==> src/rtl/mem_stage_lsu_pkg.sv <==
// Shared types for the memory-stage load/store unit: pipeline register structs,
// LSU FSM encoding and funct3 access-type constants.
package mem_stage_lsu_pkg;

    typedef enum logic [1:0] {LSU_IDLE, LSU_REQ, LSU_WAIT} LSU_FSM;

    localparam logic [2:0] MT_B  = 3'b000;
    localparam logic [2:0] MT_H  = 3'b001;
    localparam logic [2:0] MT_W  = 3'b010;
    localparam logic [2:0] MT_BU = 3'b100;
    localparam logic [2:0] MT_HU = 3'b101;

    typedef struct packed {
        logic [31:0] pc;
        logic [31:0] ALUOutput;
        logic [31:0] rd2;
        logic [4:0]  rd;
        logic        RegWrite;
        logic        MemRead;
        logic        MemWrite;
        logic [3:0]  mem_type;
    } MEM_STATE;

    typedef struct packed {
        logic [31:0] pc;
        logic [31:0] final_out;
        logic [4:0]  rd;
        logic        RegWrite;
    } WBACK_STATE;

    function automatic logic is_misaligned(input logic [2:0] mt, input logic [1:0] off);
        return ((mt == MT_H || mt == MT_HU) && off[0]) || (mt == MT_W && off != 2'b00);
    endfunction

endpackage

==> src/rtl/mem_stage_lsu_align.sv <==
// Combinational byte-lane steering: store byte enables / replicated write data,
// and load lane selection with sign or zero extension.
module lsu_align
    import mem_stage_lsu_pkg::*;
(
    input  logic [2:0]  mem_type,
    input  logic [1:0]  off,
    input  logic [31:0] rd2,
    input  logic [31:0] rdata,
    output logic [3:0]  be,
    output logic [31:0] wdata,
    output logic [31:0] load_val
);

    logic [7:0]  byte_sel;
    logic [15:0] half_sel;
    logic        zero_ext;

    always_comb begin
        byte_sel = rdata[{off, 3'b000} +: 8];
        half_sel = off[1] ? rdata[31:16] : rdata[15:0];
        zero_ext = (mem_type == MT_BU) || (mem_type == MT_HU);
        be       = 4'hF;
        wdata    = rd2;
        load_val = rdata;
        case (mem_type)
            MT_B, MT_BU: begin
                be       = 4'b0001 << off;
                wdata    = {4{rd2[7:0]}};
                load_val = zero_ext ? {24'h0, byte_sel} : {{24{byte_sel[7]}}, byte_sel};
            end
            MT_H, MT_HU: begin
                be       = 4'b0011 << {off[1], 1'b0};
                wdata    = {2{rd2[15:0]}};
                load_val = zero_ext ? {16'h0, half_sel} : {{16{half_sel[15]}}, half_sel};
            end
            default: begin
                be       = 4'hF;
                wdata    = rd2;
                load_val = rdata;
            end
        endcase
    end

endmodule

==> src/rtl/mem_stage_lsu.sv <==
// Memory-stage LSU: req/gnt/rvalid data port, upstream stall, write-back register.
// Optional MISALIGN_TRAP_EN suppresses misaligned H/W accesses and pulses misalign_o.
module mem_stage_lsu
    import mem_stage_lsu_pkg::*;
#(
    parameter int unsigned ADDR_W = 32,
    parameter logic [31:0] RST_PC = '0
) (
    input  logic              clk,
    input  logic              rst,
    input  logic              mem_valid,
    input  MEM_STATE          mem_state,
    output logic              stall_o,
    output logic              dmem_req,
    output logic              dmem_we,
    output logic [ADDR_W-1:0] dmem_addr,
    output logic [3:0]        dmem_be,
    output logic [31:0]       dmem_wdata,
    input  logic              dmem_gnt,
    input  logic              dmem_rvalid,
    input  logic [31:0]       dmem_rdata,
    output logic              wb_valid,
    output WBACK_STATE        wb_state
`ifdef MISALIGN_TRAP_EN
    ,
    output logic              misalign_o
`endif
);

    LSU_FSM     state_q, state_d;
    logic       wb_valid_q, wb_valid_d;
    WBACK_STATE wb_state_q, wb_state_d;
    logic       misalign_d;

    logic        is_access, is_store, drive_bus, complete, misaligned;
    logic [3:0]  al_be;
    logic [31:0] al_wdata, al_load;
    logic        unused_mem_type_msb;

    assign unused_mem_type_msb = mem_state.mem_type[3];

    lsu_align u_align (
        .mem_type (mem_state.mem_type[2:0]),
        .off      (mem_state.ALUOutput[1:0]),
        .rd2      (mem_state.rd2),
        .rdata    (dmem_rdata),
        .be       (al_be),
        .wdata    (al_wdata),
        .load_val (al_load)
    );

`ifdef MISALIGN_TRAP_EN
    assign misaligned = is_misaligned(mem_state.mem_type[2:0], mem_state.ALUOutput[1:0]);
`else
    assign misaligned = 1'b0;
`endif

    always_comb begin
        is_access  = mem_valid && (mem_state.MemRead || mem_state.MemWrite);
        is_store   = mem_state.MemWrite && !mem_state.MemRead;
        state_d    = state_q;
        wb_valid_d = 1'b0;
        wb_state_d = wb_state_q;
        misalign_d = 1'b0;
        stall_o    = 1'b0;
        dmem_req   = 1'b0;
        drive_bus  = 1'b0;
        complete   = 1'b0;
        // Everything is gated by rst so the combinational port reads reset values too.
        if (!rst) begin
            case (state_q)
                LSU_IDLE: begin
                    if (mem_valid && !is_access) begin
                        wb_valid_d = 1'b1;
                        wb_state_d = '{pc: mem_state.pc, final_out: mem_state.ALUOutput,
                                       rd: mem_state.rd, RegWrite: mem_state.RegWrite};
                    end else if (is_access && misaligned) begin
                        wb_valid_d = 1'b1;
                        misalign_d = 1'b1;
                        wb_state_d = '{pc: mem_state.pc, final_out: mem_state.ALUOutput,
                                       rd: mem_state.rd, RegWrite: 1'b0};
                    end else if (is_access) begin
                        dmem_req  = 1'b1;
                        drive_bus = 1'b1;
                        if (dmem_gnt && is_store) begin
                            complete = 1'b1;
                        end else begin
                            stall_o = 1'b1;
                            state_d = dmem_gnt ? LSU_WAIT : LSU_REQ;
                        end
                    end
                end
                LSU_REQ: begin
                    dmem_req  = 1'b1;
                    drive_bus = 1'b1;
                    if (dmem_gnt && is_store) begin
                        complete = 1'b1;
                    end else begin
                        stall_o = 1'b1;
                        if (dmem_gnt) state_d = LSU_WAIT;
                    end
                end
                LSU_WAIT: begin
                    if (dmem_rvalid) complete = 1'b1;
                    else             stall_o  = 1'b1;
                end
                default: state_d = LSU_IDLE;
            endcase
            if (complete) begin
                state_d    = LSU_IDLE;
                wb_valid_d = 1'b1;
                wb_state_d = '{pc: mem_state.pc,
                               final_out: is_store ? mem_state.ALUOutput : al_load,
                               rd: mem_state.rd,
                               RegWrite: is_store ? 1'b0 : mem_state.RegWrite};
            end
        end
        dmem_we    = drive_bus && is_store;
        dmem_addr  = drive_bus ? {mem_state.ALUOutput[ADDR_W-1:2], 2'b00} : '0;
        dmem_be    = drive_bus ? al_be : '0;
        dmem_wdata = drive_bus ? al_wdata : '0;
    end

    always_ff @(posedge clk) begin
        if (rst) begin
            state_q    <= LSU_IDLE;
            wb_valid_q <= 1'b0;
            wb_state_q <= '{pc: RST_PC, default: '0};
        end else begin
            state_q    <= state_d;
            wb_valid_q <= wb_valid_d;
            wb_state_q <= wb_state_d;
        end
    end

`ifdef MISALIGN_TRAP_EN
    logic misalign_q;
    always_ff @(posedge clk) begin
        if (rst) misalign_q <= 1'b0;
        else     misalign_q <= misalign_d;
    end
    assign misalign_o = misalign_q;
`else
    logic unused_misalign;
    assign unused_misalign = misalign_d;
`endif

    assign wb_valid = wb_valid_q;
    assign wb_state = wb_state_q;

endmodule

==> config.mk <==
export PLATFORM = sky130hd
export DESIGN_NAME = mem_stage_lsu
export DESIGN_NICKNAME = d
export VERILOG_FILES = /design/src/rtl/mem_stage_lsu_pkg.sv /design/src/rtl/mem_stage_lsu_align.sv /design/src/rtl/mem_stage_lsu.sv
export SDC_FILE = /design/constraint.sdc
export NUM_CORES = 1
export LEC_CHECK = 0
export CAP_MARGIN = 30
export CORE_MARGIN = 2
export CORE_UTILIZATION = 35
export CTS_CLUSTER_DIAMETER = 40
export DETAILED_ROUTE_END_ITERATION = 10
export GPL_TIMING_DRIVEN = 0
export PLACE_DENSITY_LB_ADDON = 0.3
export SYNTH_ARGS = -nofsm -noshare
export SYNTH_HDL_FRONTEND = slang
export SYNTH_HIERARCHICAL = 1
export SYNTH_SLANG_ARGS = --single-unit
==> constraint.sdc <==
create_clock -name clk -period 2.8 [get_ports clk]
set_clock_uncertainty 0.15 [all_clocks]
set_input_delay 0.56 -clock clk [delete_from_list [all_inputs] [get_ports clk]]
set_output_delay 0.56 -clock clk [all_outputs]
set_load 0.01 [all_outputs]
**Word level (Yosys, flattened, before mapping)**

Index checks and enable logic that the tools add are counted.

- Output and inout bits: 142
- Bits of input ports: 145
- Bits in registers: 73
- Logic and storage cells: 78

- Reduce and logical (&&, ||, !) cells: 18
- Shift-type cells: 3
- Bitwise gates (word level): 1
- Eq/ne operators: 10
- Mux-type cells: 40

Operators with widths:

| operator | count |
|---|---|
| 2-to-1 mux 70 bit | 3 |
| 2-to-1 mux 32 bit | 5 |
| one-hot mux 32 bit (2 select lines) | 2 |
| indexed part select 32 x 6 -> 8 bit | 1 |
| 2-to-1 mux 1 bit | 17 |
| 2-to-1 mux 16 bit | 1 |
| 2-to-1 mux 2 bit | 6 |
| inequality test 2 bit (second input constant) | 5 |
| one-hot mux 4 bit (2 select lines) | 1 |
| equality test 3 bit (second input constant) | 2 |
| one-hot mux 1 bit (3 select lines) | 2 |
| one-hot mux 2 bit (3 select lines) | 1 |
| AND reduction 6 bit | 1 |
| OR reduction 2 bit | 3 |
| logical AND 1 bit | 5 |
| 2-to-1 mux 4 bit | 1 |
| nonzero test 2 bit | 2 |
| << shifter 1 x 2 -> 4 bit (first input constant) | 1 |
| << shifter 2 x 2 -> 4 bit (first input constant) | 1 |
| equality test 3 x 1 -> 1 bit (second input constant) | 1 |
| logical NOT 3 bit | 1 |
| equality test 2 x 1 -> 1 bit (second input constant) | 1 |
| equality test 2 bit (second input constant) | 1 |
| logical NOT 1 bit | 2 |
| other kinds (5) | 6 |

**Depth between registers and ports, before layout**

Gate-level depths: netlist (run 1).

- Word-level depth: 10
- Depth in mapped cells: 8
- Mapped depth without buffers: 5

**Cells and area by module**

The synthesis (run 1) kept the hierarchy.

Modules (own cells, without submodules):

| module | seq. area each (µm²) | cells an instance | times used | area each (µm²) |
|---|---|---|---|---|
| mem_stage_lsu | 1461.4 | 419 | 1 | 3623.5 |
| lsu_align | 0.0 | 158 | 1 | 1102.3 |

**Least setup slack after synthesis (run 1)**

OpenSTA, ideal clock, no wires.

- Path kind: in2out
- Start: in rst
- End: out dmem_wdata[10]
- Stages on the path: 5
- Arrival: 1787 ps
- Required time: 2090 ps
- Buffers on the path: 3
- Slack: 303 ps
- Cell sequence: clkbuf_1 a211oi_1 clkbuf_1 clkbuf_1 and2_1

- Cells in the longest elaborated chain, start to end: 2

Ends and longest elaborated chain:

| element | RTL line | source |
|---|---|---|
| start, declared | mem_stage_lsu.sv:10 | `input logic rst,` |
| 2-to-1 mux 1 bit | mem_stage_lsu.sv:70 | `if (!rst) begin` |
| 2-to-1 mux 32 bit | mem_stage_lsu.sv:121 | `dmem_wdata = drive_bus ? al_wdata : '0;` |
| end, declared | mem_stage_lsu.sv:18 | `output logic [31:0] dmem_wdata,` |

Every way passes these cells.

**Final worst setup path (run 1)**

- Start: in mem_state[45] (netlist name)
- End: out dmem_be[1]

- Cells in the longest elaborated chain, start to end: 3
- Elaborated cells on any way between the ends: 4
- Those cells by class: 2 x shift; 2 x mux

Ends and longest elaborated chain:

| element | RTL line | source |
|---|---|---|
| start, declared | mem_stage_lsu.sv:12 | `input MEM_STATE mem_state,` |
| << shifter 2 x 2 -> 4 bit or << shifter 1 x 2 -> 4 bit (tied branches) | mem_stage_lsu_align.sv:33, mem_stage_lsu_align.sv:28 |  |
| one-hot mux 4 bit (2 select lines) (*) | mem_stage_lsu_align.sv:26 | `case (mem_type)` |
| net al_be[1] | mem_stage_lsu.sv:36 | `logic [3:0] al_be;` |
| 2-to-1 mux 4 bit (*) | mem_stage_lsu.sv:120 | `dmem_be = drive_bus ? al_be : '0;` |
| end, declared | mem_stage_lsu.sv:17 | `output logic [3:0] dmem_be,` |

Mark *: on every way through the listed nets, which the timed path passes. The rest lies on a longest branch.

==> flow_metrics.env, run 1 <==
export IMPL_drcViolationCount=0
export IMPL_drt_antenna_violating_nets=0
export IMPL_antenna_cells=0
export IMPL_critPathMaxFanout=10
export IMPL_drt_first_pass_iters=5
export IMPL_grt_pass1_wl_um=28500
export IMPL_insertion_delay_ns=0.35
export IMPL_synth_cell_types=42
export IMPL_finalSetupTns_ns=0
export IMPL_start_kind="primary input"
export IMPL_avgViaCountPerCell=5.06
export IMPL_final_util_pct=62.2
export IMPL_worst_path_largest_cell_delay_ns=0.47
export IMPL_grt_use_met1_pct=32.4
export IMPL_grt_max_degree=15
export IMPL_rsz0062_at_grt="no"
export IMPL_path_class="primary input to output port"
export IMPL_yosysSeqAreaShare_pct=30.9
export IMPL_gr_total_overflow=0
export IMPL_path_buf_inv=4
export IMPL_grt_busiest_layer="met2"
export IMPL_synth_edf_count=0
export IMPL_cts_max_level=3
export IMPL_antenna_found_initial=0
export IMPL_cts_path_max_buffers=2
export IMPL_endpoint_kind="output port"
export IMPL_synth_area_top_cells="dfxtp_1 31%, mux2i_1 18%, and2_1 8.7%"
export IMPL_synth_seq_cells=73
export IMPL_drive_gt1_share_pct=11.5
export IMPL_drt_initial_drc_count=292
export IMPL_die_y_um=120
export IMPL_slowest_stage="clkdlybuf4s50_1"
export IMPL_grtUsageTotal_pct=25.4
export IMPL_p_leak_nw=3.84
export IMPL_port_buffers=281
export IMPL_cts_root_buf="clkbuf_16"
export IMPL_use_met3_pct=7.78
export IMPL_power_density_mw_per_mm2=419
export IMPL_synthTopCellsByCount="87 x nand2_1, 84 x mux2i_1, 73 x dfxtp_1"
export IMPL_dieArea_mm2=0.0144
export IMPL_ys_warn_count=6
export IMPL_nNetsFinal=1022
export IMPL_yosysTopAreaCell="dfxtp_1"
export IMPL_pre_cts_ws_ns=-1.59
export IMPL_hold_viol_final=0
export IMPL_grtUsageMet2_pct=42.3
export IMPL_numClockSinks=73
export IMPL_reg2reg_slack_ns=0.30
export IMPL_cts_made_buffers=9
export IMPL_setup_viol=0
export IMPL_initial_core_util_pct=35.8
export IMPL_path_clk_slew_ns=0.06
export IMPL_fin_crit_ns=2.77
export IMPL_synth_top_cell_area_share_pct=30.9
export IMPL_max_slew_margin_pct=61.8
export IMPL_status="complete, no violations"
export IMPL_vias=5352
export IMPL_slew_violations=0
export IMPL_synth_area_mm2=0.00473
export IMPL_synth_most_common_cell="nand2_1"
export IMPL_finalNonFillerCells=1058
export IMPL_timing_final_ws_setup_ns=0.0279
export IMPL_rows=42
export IMPL_cp_data_required_time_ns=2.09
export IMPL_maxCapViolCount=0
export IMPL_fmax_mhz=361
export IMPL_crit_arrival_ns=2.06
export IMPL_gp_congestion=0.871
export IMPL_cp_cell_sequence="clkdlybuf4s50_1 > buf_6 > buf_4 > o21bai_1 > and2_1 > dlygate4sd2_1"
export IMPL_syn_instance_count=577
export IMPL_grt_pass1_vias=5146
export IMPL_ys_async_sr_fraction_pct=0
export IMPL_fp_dieW_um=120
export IMPL_ioPinCount=287
export IMPL_hpwlAfterDp_um=14500
export IMPL_syn_area_per_cell_um2=8.19
export IMPL_dp_cells=1035
export IMPL_cts_tree="done"
export IMPL_design_core_area_mm2=0.0132
export IMPL_synth_ff_type="dfxtp_1"
export IMPL_path_delay_family="buffers and inverters"
export IMPL_ir_drop_uv=430
export IMPL_fin_crit_sh_pct=99.0
export IMPL_totalWireLength_um=18700
export IMPL_area_growth_synth_to_final_pct=73.5
export IMPL_wl_per_cell_um=17.6
export IMPL_hp_class="flip-flop to flip-flop"
export IMPL_tightest_slew_ns=0.573
worst register-to-register path: cells and delay by family, from the launching register on:
family / cells / cell delay (ns)
simple gates: 1 / 0.54
buf+inv: 2 / 0.63
flops: 1 / 0.31
compound gates: 3 / 0.70
layout make-up:
class | count | area, um2
buffer | 62 | 420
clock buffer | 9 | 225
clock inverter | 7 | 76.3
fill | 1165 | 4990
inverter | 6 | 26.3
multi-input combinational | 434 | 2970
sequential | 73 | 1460
tap | 176 | 220
timing repair buffer | 291 | 2800
per-layer routing:
layer / part of all wire [%] / up-vias
met2: 48 / 212
met4: 0.99 / 0
met1: 43 / 2496
met5: 0 / -
met3: 8.2 / 19
li1: - / 2625
metrics by stage:
stage               hold slack (ns)  total power [mW]  cell area [um2]
floorplan                     0.332              1.66             4730
global route                  0.331              3.59             8200
finish                        0.307              3.43             8200
CTS                           0.309              3.44             8160
global placement              0.294              2.25             7760
detailed placement            0.300              2.26             7760
final timing paths:
path	start	endpoint	cells after the start
setup reg to reg	state_q[1]	wb_state[14]	6
hold / removal	wb_state[42]	wb_state[42]	2
hold reg to reg	wb_state[42]	wb_state[42]	2
setup / recovery	mem_state[45]	dmem_be[1]	6
cells in the final DEF (no fill, tap or decap), types with 23 or more instances in the layout:
cell / instances
nand2_1: 87
clkbuf_1: 23
mux2i_1: 84
dfxtp_1: 72
and2_1: 66
a21oi_1: 34
dlygate4sd2_1: 68
nor2_1: 48
clkdlybuf4s50_1: 208
a221oi_1: 32
where the power goes:
group          internal [mW]  switching (mW)  total [mW]
sequential              1.12          0.0411        1.16
clock                  0.697           0.490        1.19
combinational          0.608           0.478        1.09
cell families (layout without fill, tap and decap cells):
| logic type | count (synthesis) | after routing | share of synthesized area (%) |
|---|---|---|---|
| AO/OA/AOI/OAI | 109 | 109 | 16.8 |
| multiplexers | 102 | 102 | 22.3 |
| flip-flops | 73 | 73 | 30.9 |
| buffers and inverters | 71 | 375 | 7.39 |
| AND/OR/NAND/NOR | 221 | 221 | 22.5 |
| other | 1 | 2 | 0.0794 |
sequential cells by signal, indices dropped and copies added (netlist names):
| name | cells |
|---|---|
| wb_state | 70 |
| state_q | 2 |
| wb_valid | 1 |
timing repair:
item,4_1_cts,5_1_grt
gates resized for setup,117,12
hold buffers,0,0
gates cloned,0,0
setup endpoints to repair,69,50
pin swaps,3,2
buffers inserted,7,3
No activity file was read; power rests on OpenSTA's default activity.
==> inputs of run 2 (changes only) <==
Settings changed: CORE_MARGIN 2 to 3.
==> flow_metrics.env, run 2 (same netlist as run 1, synthesis figures left out) <==
export IMPL_insertion_delay_ns=0.34
export IMPL_gp_congestion=0.867
export IMPL_fillCellCount=1209
export IMPL_hp_class="flip-flop to flip-flop"
export IMPL_finalNonFillerCells=1050
export IMPL_worst_path_largest_cell_delay_ns=0.45
export IMPL_setup_viol=0
export IMPL_fin_crit_ns=2.76
export IMPL_avgViaCountPerCell=5.08
export IMPL_crit_arrival_ns=2.05
export IMPL_cp_cell_sequence="clkdlybuf4s50_1 > buf_6 > inv_1 > o21bai_1 > and2_1 > dlygate4sd2_1"
export IMPL_port_buffers=281
export IMPL_design_core_area_mm2=0.0129
export IMPL_numClockSinks=73
export IMPL_rsz0062_at_grt="yes"
export IMPL_gr_total_overflow=0
export IMPL_grt_pass1_wl_um=28800
export IMPL_fp_dieW_um=122
export IMPL_dp_cells=1031
export IMPL_maxCapViolCount=0
export IMPL_layout_commonest_cell="clkdlybuf4s50_1"
export IMPL_hpwlAfterDp_um=15100
export IMPL_ir_drop_uv=441
export IMPL_finalSetupTns_ns=0
export IMPL_endpoint_kind="output port"
export IMPL_start_kind="primary input"
export IMPL_cts_root_buf="clkbuf_16"
export IMPL_grt_pass1_vias=5094
export IMPL_cts_path_max_buffers=2
export IMPL_cts_max_level=3
export IMPL_critPathMaxFanout=11
export IMPL_tightest_slew_ns=0.560
export IMPL_max_slew_margin_pct=62.7
export IMPL_status="complete, no violations"
export IMPL_grt_max_degree=15
export IMPL_layout_common_cells="208 x clkdlybuf4s50_1, 87 x nand2_1, 84 x mux2i_1"
export IMPL_slew_violations=0
export IMPL_cts_tree="done"
export IMPL_cts_made_buffers=9
export IMPL_power_density_mw_per_mm2=415
export IMPL_drcViolationCount=0
export IMPL_drt_antenna_violating_nets=0
export IMPL_nNetsFinal=1019
export IMPL_antenna_found_initial=0
export IMPL_antenna_cells=0
export IMPL_path_class="primary input to output port"
export IMPL_initial_core_util_pct=36.6
export IMPL_drt_first_pass_iters=5
export IMPL_die_y_um=122
export IMPL_holdBufCountCts=0
export IMPL_hold_viol_final=0
export IMPL_fmax_mhz=362
export IMPL_path_clk_slew_ns=0.05
export IMPL_drive_gt1_share_pct=10.7
export IMPL_rows=41
export IMPL_vias=5334
export IMPL_cp_data_required_time_ns=2.09
export IMPL_grtUsageTotal_pct=24.9
export IMPL_dieArea_mm2=0.0149
export IMPL_area_growth_synth_to_final_pct=72.0
export IMPL_fin_crit_sh_pct=98.7
export IMPL_totalWireLength_um=19100
export IMPL_drt_initial_drc_count=285
export IMPL_largest_reg_flops=70
export IMPL_slowest_stage="clkdlybuf4s50_1"
export IMPL_wl_per_cell_um=18.2
export IMPL_ioPinCount=287
export IMPL_p_leak_nw=3.82
-- run 2: worst paths after layout --
check	from	to	slack, ns	cells after the start
setup / recovery	mem_state[45]	dmem_be[2]	0.04	6
setup reg to reg	state_q[1]	wb_state[6]	0.34	6
hold reg to reg	wb_state[47]	wb_state[47]	0.31	2
hold / removal	wb_state[47]	wb_state[47]	0.31	2
-- run 2: through the flow --
step           hold WS (ns)  power, mW  util [%]  area (um2)  worst slack, ns
2_1_floorplan         0.332       1.66         -        4730            0.303
3_5_place_dp          0.301       2.26      60.0        7760            -1.62
6_report              0.307       3.37      62.9        8130           0.0361
5_1_grt               0.328       3.54      62.9        8130          -0.0143
3_3_place_gp          0.294       2.26      60.0        7760            -1.63
4_1_cts               0.309       3.40      62.7        8110           0.0122
-- run 2: critical path: cells and delay by family --
family,cells,cell delay (ns)
AND/OR/NAND/NOR,1,0.16
AO/OA/AOI/OAI,1,0.15
buffers and inverters,4,1.18
-- run 2: cell type report --
| class | instances | area (um2) | area share (%) |
|---|---|---|---|
| Timing Repair Buffer | 287 | 2770 | 34.1 |
| Sequential cell | 73 | 1460 | 18.0 |
| Inverter | 6 | 22.5 | 0.277 |
| Clock buffer | 10 | 229 | 2.82 |
| Clock inverter | 5 | 56.3 | 0.693 |
| Tap cell | 172 | 215 | 2.65 |
| Buffer | 63 | 419 | 5.16 |
| Multi-Input combinational cell | 434 | 2950 | 36.4 |
-- run 2: metal layers --
layer  up-vias  global-route usage [%]  part of all wire, %  routed length (um)
met5         -                       0                    0                   0
met4         0                    6.30                  1.9                 368
met3        29                    8.36                  9.3                1770
met2       235                    41.6                   48                9120
met1      2458                    31.0                   41                7820
li1       2612                       -                    -                   -
-- run 2: where the power goes --
part	internal, mW	total [mW]	switching, mW
Clock	0.685	1.13	0.448
Combinational	0.600	1.08	0.475
Sequential	1.12	1.16	0.0414
Total	2.41	3.37	0.964
-- run 2: repair_timing --
| item | in CTS | in global routing |
|---|---|---|
| resized for setup | 115 | 16 |
| pin swaps | 2 | 1 |
| buffers inserted | 4 | 2 |
| cloned | 0 | 0 |
| setup endpoints to repair | 70 | 39 |
==> inputs of run 3 (changes only) <==
Settings changed: ABC_AREA from default to 1.
Clock period 2.8 ns to 2.5 ns, I/O delays scaled along.
==> flow_metrics.env, run 3 <==
export IMPL_status="complete, no violations"
export IMPL_power_mw=5.20
export IMPL_design_core_area_mm2=0.0147
export IMPL_wl_met1_um=8670
export IMPL_setup_viol=0
export IMPL_port_buffers=282
export IMPL_hold_slack_ns=0.320
export IMPL_grt_pass1_vias=6680
export IMPL_tightest_slew_ns=0.512
export IMPL_clkPwrFrac_pct=27.7
export IMPL_cp_data_required_time_ns=2.62
export IMPL_cts_path_max_buffers=2
export IMPL_slowest_stage="clkdlybuf4s15_1"
export IMPL_holdBufCountCts=0
export IMPL_synth_top_cell_area_share_pct=27.4
export IMPL_worst_path_largest_cell_delay_ns=0.19
export IMPL_fin_crit_sh_pct=98.6
export IMPL_power_density_mw_per_mm2=585
export IMPL_synth_edf_count=0
export IMPL_yosysSeqAreaShare_pct=27.4
export IMPL_path_buf_inv=12
export IMPL_nNetsFinal=1435
export IMPL_dpl_cell_area_mm2=0.00839
export IMPL_insertion_delay_ns=0.33
export IMPL_power_frac_seq_pct=28.2
export IMPL_p_leak_nw=4.73
export IMPL_largest_reg_flops=70
export IMPL_synth_seq_cells=73
export IMPL_gr_total_overflow=0
export IMPL_path_class="primary input to flip-flop"
export IMPL_wl_per_cell_um=15.0
export IMPL_cp_cell_sequence="clkdlybuf4s15_1 > inv_1 > nor2_2 > nand2_2 > buf_4 > buf_4 > buf_4 > buf_4 > buf_4 > buf_4 > buf_4 > buf_4 > buf_4 > buf_4 > nand2_2 > nand3_4 > nand2_2 > nand2_1 > nor2_1"
export IMPL_cts_root_buf="clkbuf_16"
export IMPL_crit_arrival_ns=2.59
export IMPL_ioPinCount=287
export IMPL_antenna_found_initial=0
export IMPL_critPathMaxFanout=3
export IMPL_grt_pass1_wl_um=34000
export IMPL_fillCellCount=1408
export IMPL_die_y_um=129
export IMPL_totalWireLength_um=22200
export IMPL_slew_violations=0
export IMPL_crit_top_cell="buf_4"
export IMPL_fin_crit_ns=2.47
export IMPL_combPwrFrac_pct=44.1
export IMPL_hold_viol_final=0
export IMPL_path_delay_family="buffers and inverters"
export IMPL_fin_area_mm2=0.00888
export IMPL_sw_frac_of_total_pct=35.4
export IMPL_hpwlAfterDp_um=17200
export IMPL_grtUsageTotal_pct=25.7
export IMPL_p_sw_mw=1.84
export IMPL_max_slew_margin_pct=65.9
export IMPL_drcViolationCount=0
export IMPL_drt_initial_drc_count=491
export IMPL_layout_commonest_cell="nand2_1"
export IMPL_synthTopCellsByCount="376 x nand2_1, 154 x nor2_1, 125 x inv_1"
export IMPL_drt_first_pass_iters=5
export IMPL_synth_area_mm2=0.00533
export IMPL_yosysTopAreaCell="dfxtp_1"
export IMPL_antenna_cells=0
export IMPL_hp_class="flip-flop to flip-flop"
export IMPL_pre_cts_ws_ns=-0.799
export IMPL_syn_area_per_cell_um2=5.44
export IMPL_wl_met3_um=2420
export IMPL_layout_common_cells="371 x nand2_1, 206 x clkdlybuf4s50_1, 146 x nor2_1"
export IMPL_drt_antenna_violating_nets=0
export IMPL_p_int_mw=3.36
export IMPL_synth_cell_types=23
export IMPL_endpoint_kind="flip-flop"
export IMPL_avgViaCountPerCell=4.74
export IMPL_fmax_mhz=406
export IMPL_fp_dieW_um=129
export IMPL_highest_layer="met4"
export IMPL_gp_congestion=0.965
export IMPL_rows=44
export IMPL_dieArea_mm2=0.0167
export IMPL_cts_tree="done"
export IMPL_vias=7011
export IMPL_area_growth_synth_to_final_pct=66.5
export IMPL_ys_async_sr_fraction_pct=0
export IMPL_ys_warn_count=6
export IMPL_synth_area_top_cells="dfxtp_1 27%, nand2_1 26%, nor2_1 11%"
export IMPL_synth_ff_type="dfxtp_1"
export IMPL_ir_drop_uv=385
export IMPL_timing_final_ws_setup_ns=0.0344
export IMPL_cts_made_buffers=9
export IMPL_numClockSinks=73
export IMPL_initial_core_util_pct=36.3
export IMPL_path_clk_slew_ns=0.06
export IMPL_maxCapViolCount=0
export IMPL_start_kind="primary input"
export IMPL_syn_instance_count=979
export IMPL_grt_max_degree=15
export IMPL_cts_max_level=3
export IMPL_drive_gt1_share_pct=12.9
export IMPL_route_met2_wl_um=10400
export IMPL_synth_most_common_cell="nand2_1"
==> run 3: cell count changes after synthesis, sizes merged, moves of 32 or more <==
cell / before / now
nand3: 2 / 111
and2: 66 / 0
inv: 6 / 136
nand2: 87 / 382
a21oi: 35 / 2
mux2i: 84 / 0
nor2: 50 / 159
a221oi: 32 / 0
==> run 3: power groups by stage <==
| stage | Sequential [mW] | Combinational [mW] | Clock [mW] |
|---|---|---|---|
| finish | 1.46 | 2.29 | 1.44 |
| global route | 1.49 | 2.51 | 1.51 |
| floorplan | 1.57 | 0.981 | 0 |
| CTS | 1.47 | 2.26 | 1.47 |
| detailed placement | 1.49 | 2.18 | 0 |
| global placement | 1.48 | 2.16 | 0 |
==> run 3: metrics by stage <==
stage          util, %  TNS [ns]  instances
3_3_place_gp      57.1    -45.86       1446
5_1_grt           60.4   -0.0638       1479
4_1_cts           60.2         0       1478
2_1_floorplan        -         0        980
6_report          60.4         0       1479
3_5_place_dp      57.1    -46.85       1446
==> run 3: area by class of cell <==
class / count / area, um2 / share of cell area (%)
Clock inverter: 7 / 101 / 1.14
Buffer: 64 / 469 / 5.29
Inverter: 136 / 513 / 5.78
Timing Repair Buffer: 299 / 2810 / 31.7
Multi-Input combinational cell: 707 / 3060 / 34.5
Sequential cell: 73 / 1460 / 16.5
Tap cell: 184 / 230 / 2.59
Clock buffer: 9 / 225 / 2.54
==> run 3: worst reg2reg max path: cells and delay by family (launching register included) <==
kind	cells	cell delay [ns]
flip-flops	1	0.35
AND/OR/NAND/NOR	6	0.45
buffers and inverters	11	1.32
==> run 3: timing repair <==
item | CTS | global route
setup buffers | 13 | 1
endpoints found under the setup margin | 69 | 66
pin swaps | 3 | 3
resized for setup | 249 | 17
gates cloned | 3 | 0
==> run 3: path summary, 6_finish.rpt <==
kind                              startpoint           end  slack (ns)  cells after the start
worst max-delay path               mem_valid    state_q[0]        0.03                     19
worst min-delay path            wb_state[22]  wb_state[22]        0.32                      2
worst max register to register    state_q[1]    state_q[0]        0.17                     17
worst min register to register  wb_state[22]  wb_state[22]        0.32                      2
==> run 3: logic make-up (layout without fill, tap and decap cells) <==
| kind of cell | Yosys count | count (layout) | share of synthesized area [%] |
|---|---|---|---|
| AO/OA/AOI/OAI | 52 | 52 | 5.31 |
| buffers and inverters | 200 | 515 | 16.6 |
| flip-flops | 73 | 73 | 27.4 |
| other | 1 | 2 | 0.0704 |
| AND/OR/NAND/NOR | 653 | 653 | 50.6 |
==> run 3: per-layer routing <==
layer | track usage [%] | up-vias
met5 | 0 | -
met4 | 9.45 | 0
met1 | 30.5 | 3038
met3 | 7.34 | 50
li1 | - | 3555
met2 | 44.2 | 368
